File: src/rtl/dma_burst_sched_if.sv
// Address-channel handshake bundle between the requesting clusters, the
// burst scheduler and the downstream DMA multiplexer.
interface dma_burst_sched_if #(
  parameter int NumClusters = 4,
  parameter int SelWidth    = (NumClusters > 1) ? $clog2(NumClusters) : 1
);
  logic [NumClusters-1:0] req_valid;
  logic [NumClusters-1:0] req_ready;
  logic                   mst_valid;
  logic [SelWidth-1:0]    mst_sel;
  logic                   mst_ready;

  // master: the scheduler, which owns the forwarded request toward the mux
  modport master (
    input  req_valid,
    input  mst_ready,
    output req_ready,
    output mst_valid,
    output mst_sel
  );

  modport slave (
    output req_valid,
    output mst_ready,
    input  req_ready,
    input  mst_valid,
    input  mst_sel
  );
endinterface

File: src/rtl/dma_burst_sched.sv
// Round-robin scheduler with per-holder grant quantum and per-cluster
// outstanding-transaction caps for the shared cluster-DMA path to L2.
module dma_burst_sched #(
  parameter int NumClusters    = 4,
  parameter int MaxOutstanding = 8,
  parameter int Quantum        = 4,
  parameter int CntWidth       = $clog2(MaxOutstanding + 1),
  parameter int SelWidth       = (NumClusters > 1) ? $clog2(NumClusters) : 1
) (
  input  logic                            clk_i,
  input  logic                            rst_i,
  input  logic                            en_i,
  input  logic [NumClusters-1:0]          cpl_i,
  output logic [NumClusters*CntWidth-1:0] outstanding_o,
  output logic                            busy_o,
  output logic                            err_o,
  dma_burst_sched_if.master               bus
);

  localparam int                 QWidth   = $clog2(Quantum + 1);
  localparam logic [QWidth-1:0]  QuantumQ = QWidth'(Quantum);
  localparam logic [CntWidth-1:0] MaxQ    = CntWidth'(MaxOutstanding);
  localparam logic [SelWidth-1:0] LastIdx = SelWidth'(NumClusters - 1);

  logic [SelWidth-1:0] r_ptr;
  logic [QWidth-1:0]   r_used;
  logic                r_lock;
  logic [SelWidth-1:0] r_lsel;
  logic [CntWidth-1:0] r_cnt [NumClusters];
  logic                r_err;

  logic [NumClusters-1:0] w_elig;
  logic [NumClusters-1:0] w_grant;
  logic [SelWidth-1:0]    w_scan_sel;
  logic [SelWidth-1:0]    w_sel;
  logic [SelWidth-1:0]    w_sel_out;
  logic                   w_valid;
  logic                   w_hs;
  logic                   w_busy;

  function automatic logic [SelWidth-1:0] wrap_add(input logic [SelWidth-1:0] base,
                                                   input int unsigned off);
    int unsigned s;
    s = 32'(base) + off;
    if (s >= 32'(NumClusters)) s = s - 32'(NumClusters);
    return s[SelWidth-1:0];
  endfunction

  always_comb begin
    for (int i = 0; i < NumClusters; i++) begin
      w_elig[i] = bus.req_valid[i] && (r_cnt[i] < MaxQ);
    end
  end

  // Scan from the far end back toward ptr+1 so the last hit is the nearest one.
  always_comb begin
    w_scan_sel = '0;
    for (int k = NumClusters; k >= 1; k--) begin
      if (w_elig[wrap_add(r_ptr, k)]) w_scan_sel = wrap_add(r_ptr, k);
    end
  end

  always_comb begin
    w_sel     = (w_elig[r_ptr] && (r_used < QuantumQ)) ? r_ptr : w_scan_sel;
    w_valid   = !rst_i && (r_lock || (en_i && (|w_elig)));
    w_sel_out = rst_i ? '0 : (r_lock ? r_lsel : w_sel);
    w_hs      = w_valid && bus.mst_ready;
  end

  always_comb begin
    w_grant = '0;
    for (int i = 0; i < NumClusters; i++) begin
      w_grant[i] = w_hs && (w_sel_out == SelWidth'(i));
    end
  end

  always_ff @(posedge clk_i) begin
    if (rst_i) begin
      r_ptr  <= LastIdx;
      r_used <= QuantumQ;
      r_lock <= 1'b0;
      r_lsel <= '0;
      r_err  <= 1'b0;
      for (int i = 0; i < NumClusters; i++) r_cnt[i] <= '0;
    end else begin
      if (w_hs) begin
        r_lock <= 1'b0;
        if ((w_sel_out == r_ptr) && (r_used < QuantumQ)) begin
          r_used <= r_used + QWidth'(1);
        end else begin
          r_ptr  <= w_sel_out;
          r_used <= QWidth'(1);
        end
      end else if (w_valid) begin
        r_lock <= 1'b1;
        r_lsel <= w_sel_out;
      end

      // A completion on an empty counter means a lost or stale transaction.
      for (int i = 0; i < NumClusters; i++) begin
        case ({w_grant[i], cpl_i[i]})
          2'b10:   r_cnt[i] <= r_cnt[i] + CntWidth'(1);
          2'b01: begin
            if (r_cnt[i] == '0) r_err    <= 1'b1;
            else                r_cnt[i] <= r_cnt[i] - CntWidth'(1);
          end
          default: ;
        endcase
      end
    end
  end

  always_comb begin
    w_busy = 1'b0;
    for (int i = 0; i < NumClusters; i++) begin
      outstanding_o[i*CntWidth +: CntWidth] = r_cnt[i];
      w_busy = w_busy | (r_cnt[i] != '0);
    end
  end

  assign bus.mst_valid = w_valid;
  assign bus.mst_sel   = w_sel_out;
  assign bus.req_ready = w_grant;
  assign busy_o        = w_busy;
  assign err_o         = r_err;

endmodule
File: src/flat_wrapper.sv
// flat-port wrapper written by rule: the top's interface ports become plain ports
module dma_burst_sched_flat 
#(
  parameter int NumClusters    = 4,
  parameter int MaxOutstanding = 8,
  parameter int Quantum        = 4,
  parameter int CntWidth       = $clog2(MaxOutstanding + 1),
  parameter int SelWidth       = (NumClusters > 1) ? $clog2(NumClusters) : 1
)
  (clk_i, rst_i, en_i, cpl_i, outstanding_o, busy_o, err_o, bus_req_valid, bus_mst_ready, bus_req_ready, bus_mst_valid, bus_mst_sel);
  dma_burst_sched_if #(.NumClusters(NumClusters), .SelWidth(SelWidth)) bus_i ();
  input  logic clk_i;
  input  logic rst_i;
  input  logic en_i;
  input  logic [NumClusters-1:0] cpl_i;
  output logic [NumClusters*CntWidth-1:0] outstanding_o;
  output logic busy_o;
  output logic err_o;
  input wire logic [$bits(bus_i.req_valid)-1:0] bus_req_valid;
  input wire logic [$bits(bus_i.mst_ready)-1:0] bus_mst_ready;
  output wire logic [$bits(bus_i.req_ready)-1:0] bus_req_ready;
  output wire logic [$bits(bus_i.mst_valid)-1:0] bus_mst_valid;
  output wire logic [$bits(bus_i.mst_sel)-1:0] bus_mst_sel;
  assign bus_i.req_valid = bus_req_valid;
  assign bus_i.mst_ready = bus_mst_ready;
  assign bus_req_ready = bus_i.req_ready;
  assign bus_mst_valid = bus_i.mst_valid;
  assign bus_mst_sel = bus_i.mst_sel;
  dma_burst_sched #(.NumClusters(NumClusters), .MaxOutstanding(MaxOutstanding), .Quantum(Quantum), .CntWidth(CntWidth), .SelWidth(SelWidth)) u_core (.clk_i(clk_i), .rst_i(rst_i), .en_i(en_i), .cpl_i(cpl_i), .outstanding_o(outstanding_o), .busy_o(busy_o), .err_o(err_o), .bus(bus_i));
endmodule
File: config.mk
export PLATFORM = sky130hd
export DESIGN_NAME = dma_burst_sched_flat
export DESIGN_NICKNAME = d
export VERILOG_FILES = /design/src/rtl/dma_burst_sched_if.sv /design/src/rtl/dma_burst_sched.sv /design/src/flat_wrapper.sv
export SDC_FILE = /design/constraint.sdc
export NUM_CORES = 1
export LEC_CHECK = 0
export CAP_MARGIN = 20
export CELL_PAD_IN_SITES_DETAIL_PLACEMENT = 1
export CELL_PAD_IN_SITES_GLOBAL_PLACEMENT = 1
export CORE_AREA = 8 8 79 81
export DETAILED_ROUTE_END_ITERATION = 8
export DIE_AREA = 0 0 87 89
export GPL_ROUTABILITY_DRIVEN = 0
export PLACE_DENSITY = 0.84
export SYNTH_ARGS = -nofsm -noshare
export SYNTH_HDL_FRONTEND = slang
export SYNTH_SLANG_ARGS = --single-unit
File: constraint.sdc
create_clock -name clk_i -period 4.62 [get_ports clk_i]
set_input_delay 1.386 -clock clk_i [delete_from_list [all_inputs] [get_ports clk_i]]
set_output_delay 1.386 -clock clk_i [all_outputs]
set_load 0.01 [all_outputs]
==> out/qor.txt <==
Status -> finished clean
Top Ports -> 37
Fillers -> 600
Chip width -> 87 um
Worst-path maximum fanout -> 4
DP HPWL -> 4.44 mm
Placed insts -> 350
Critical path, cell by cell -> clkdlybuf4s15_1, nand2b_1, buf_4, o21ai_0, and3_1, o41ai_4, buf_4, buf_4, nor2_1, nand2_2, inv_1, buf_2
Largest net degree at the start of global routing -> 19
Non-Filler Instances -> 366
Max-slew violation total from the final report -> 0
Syn_nets -> 234
Number of flops mapped to enable cells by yosys -> 16
PwrDens -> 309 nW/um^2
#FFs+latches synth -> 25
Power, Total -> 872 uW
Total global-route track usage -> 0.165
Most Frequent Cell on Critical Path -> buf_4
Num rows -> 26
Syn-to-layout area delta -> 51.6%
Leakage power -> 0.00120 uW
Initial antenna violation count -> 0
Core area -> 4980 um^2
Area of the multi-input gates -> 1220 um^2
Crit path launch type -> input pin
Hold_buf cts -> 0
Diode count -> 0
Clock root cell -> clkbuf_8
Vias/cell -> 5.31
Drt pass-1 iters -> 4
1st-iter DRT viols -> 92
Slew headroom -> 0.537
Post-Route Skew -> 1.40 ps
CTS Buffer Depth -> 2
Syn Area/Cell -> 8.85 um^2
Initial Utilization -> 0.373
Routed Antenna Nets -> 0
Yosys top cell area share -> 0.259
Fin util -> 0.566
Area after DPL -> 2580 um^2
Drt wl/cell -> 17.5 um
Setup ws final -> 72.5 ps
CP Buf/Inv Count -> 6
# DRC -> 0
Die area -> 7740 um^2
PortBufs -> 36
Fin. Hold Viols -> 0
Layout cells sized above 1 -> 0.294
Worst VDD drop -> 0.152 mV
Finished Cell Area -> 2820 um^2
Worst Max-Slew Pin Slew -> 689 ps
H-tree depth -> 1
Post-Place Setup Slack -> -705 ps
Largest stage delay, worst path -> 300 ps
Post-Syn Instances -> 210
Min cycle time layout -> 4550 ps
Family with the most delay on the worst path -> buffers and inverters
Routed wire length -> 6.40 mm
Yosys warns -> 0
Seq/Total Area, Yosys -> 0.356
Hold Path Class -> reg -> reg
Final #Nets -> 321
Worst path slowest cell -> o41ai_4
CP arrival -> 3160 ps
Fin crit share -> 0.984
Seq. cell area -> 661 um^2
Commonest cells after routing, fill and taps aside -> buf_4 (46), clkdlybuf4s50_1 (26), nor2_1 (20), inv_1 (19)
Cts bufs inserted -> 3
CTS tree -> yes
Overflow after GRT -> 0
WP data required -> 3230 ps
Commonest non-fill, non-tap cell in the layout -> buf_4
Crit. End Element -> output pin
Die Y -> 89 um
Syn Std Cell Area -> 1860 um^2
Ys flop type -> edfxtp_1
Max-Cap Viols -> 0
Vias in the first global route -> 2090
Clock Latency Late Sink -> 270 ps
Distinct cells, synth -> 50
Dominant cell type by area after synthesis -> edfxtp_1
Clock Pin Slew Worst Setup and Hold Paths -> 90 ps
WS Path Type -> in -> out
Async SR Flop Fraction -> 0
Vias -> 1944
Clock sinks -> 25
Max Freq -> 220 MHz
Synth area leaders -> edfxtp_1 (26%), dfxtp_1 (9.7%), ha_1 (6.1%), nor2_1 (4.0%), inv_1 (3.8%)
First-pass GRT wire length -> 10.2 mm
Final setup violation count -> 0
-- worst paths after layout --
check,start,endpoint,slack (ps),depth (start not counted)
min,u_core.r_lsel[0]$_SDFFE_PP0P_,u_core.r_lsel[0]$_SDFFE_PP0P_,510,2
max,bus_req_valid[2],bus_req_ready[3],70,12
max reg2reg,u_core.r_ptr[0]$_SDFFE_PP1P_,u_core.r_cnt[0][3]$_SDFFCE_PN0P_,810,16
min reg2reg,u_core.r_lsel[0]$_SDFFE_PP0P_,u_core.r_lsel[0]$_SDFFE_PP0P_,510,2
-- flip-flops by register name, summed over array words and instances, names as in the netlist --
name,cells
u_core.r_lsel,2
u_core.r_ptr,2
u_core.r_lock,1
u_core.r_cnt,16
u_core.r_used,3
u_core.err_o,1
-- synthesized netlist by cell type, types with 4 or more instances --
cell,count
nor2_1,20
o31a_1,5
nor2b_1,8
nor4_1,5
nand2_1,19
a31oi_1,4
nor3_1,9
xor2_1,5
nand2b_1,5
edfxtp_1,16
a21o_1,4
ha_1,9
dfxtp_1,9
nand3_1,6
o21ai_0,6
inv_1,19
a21oi_1,10
-- metal layers --
metal | vias to the layer above | GRT usage | wire length [um]
met5 | - | 0 | 0
met4 | 0 | 0.0438 | 55
met2 | 36 | 0.316 | 3460
met3 | 6 | 0.0276 | 217
li1 | 936 | - | -
met1 | 966 | 0.182 | 2660
-- stage by stage --
step           setup TNS [ps]  hold WS, ps
3_5_place_dp            -4820          478
2_1_floorplan               0          436
6_report                    0          506
4_1_cts                     0          492
5_1_grt                 -38.5          523
3_3_place_gp            -3860          454
-- power by group --
part / internal (uW) / switching [uW]
combinational: 219 / 191
clock: 61.8 / 73.6
sequential: 276 / 50.1
-- worst min-delay path, cell delays in order (launching register included) --
cell and delay [ps]:
dfxtp_1 320, inv_1 60, o31ai_1 80
-- repair_timing --
action	CTS	global route
gates resized for setup	43	20
setup buffers	7	5
pin swaps	9	9
setup endpoints to repair	9	8
-- kinds of logic (layout without fill, tap and decap cells) --
kind of cell	after synthesis	after routing	share of synthesized area
AND/OR/NAND/NOR	85	85	0.238
buffers and inverters	26	112	0.0545
AO/OA/AOI/OAI	51	51	0.205
adder cells (fa/ha/maj)	12	12	0.0929
multiplexers	3	3	0.0162
flip-flops	25	25	0.356
XOR/XNOR	8	8	0.0377
-- area by class of cell --
class,count,area share
clock buffer,4,0.0160
sequential,25,0.235
inverter,21,0.0280
timing repair buffer,87,0.258
tap,70,0.0311
multi-input combinational,159,0.432
(Power assumes the default switching activity.)
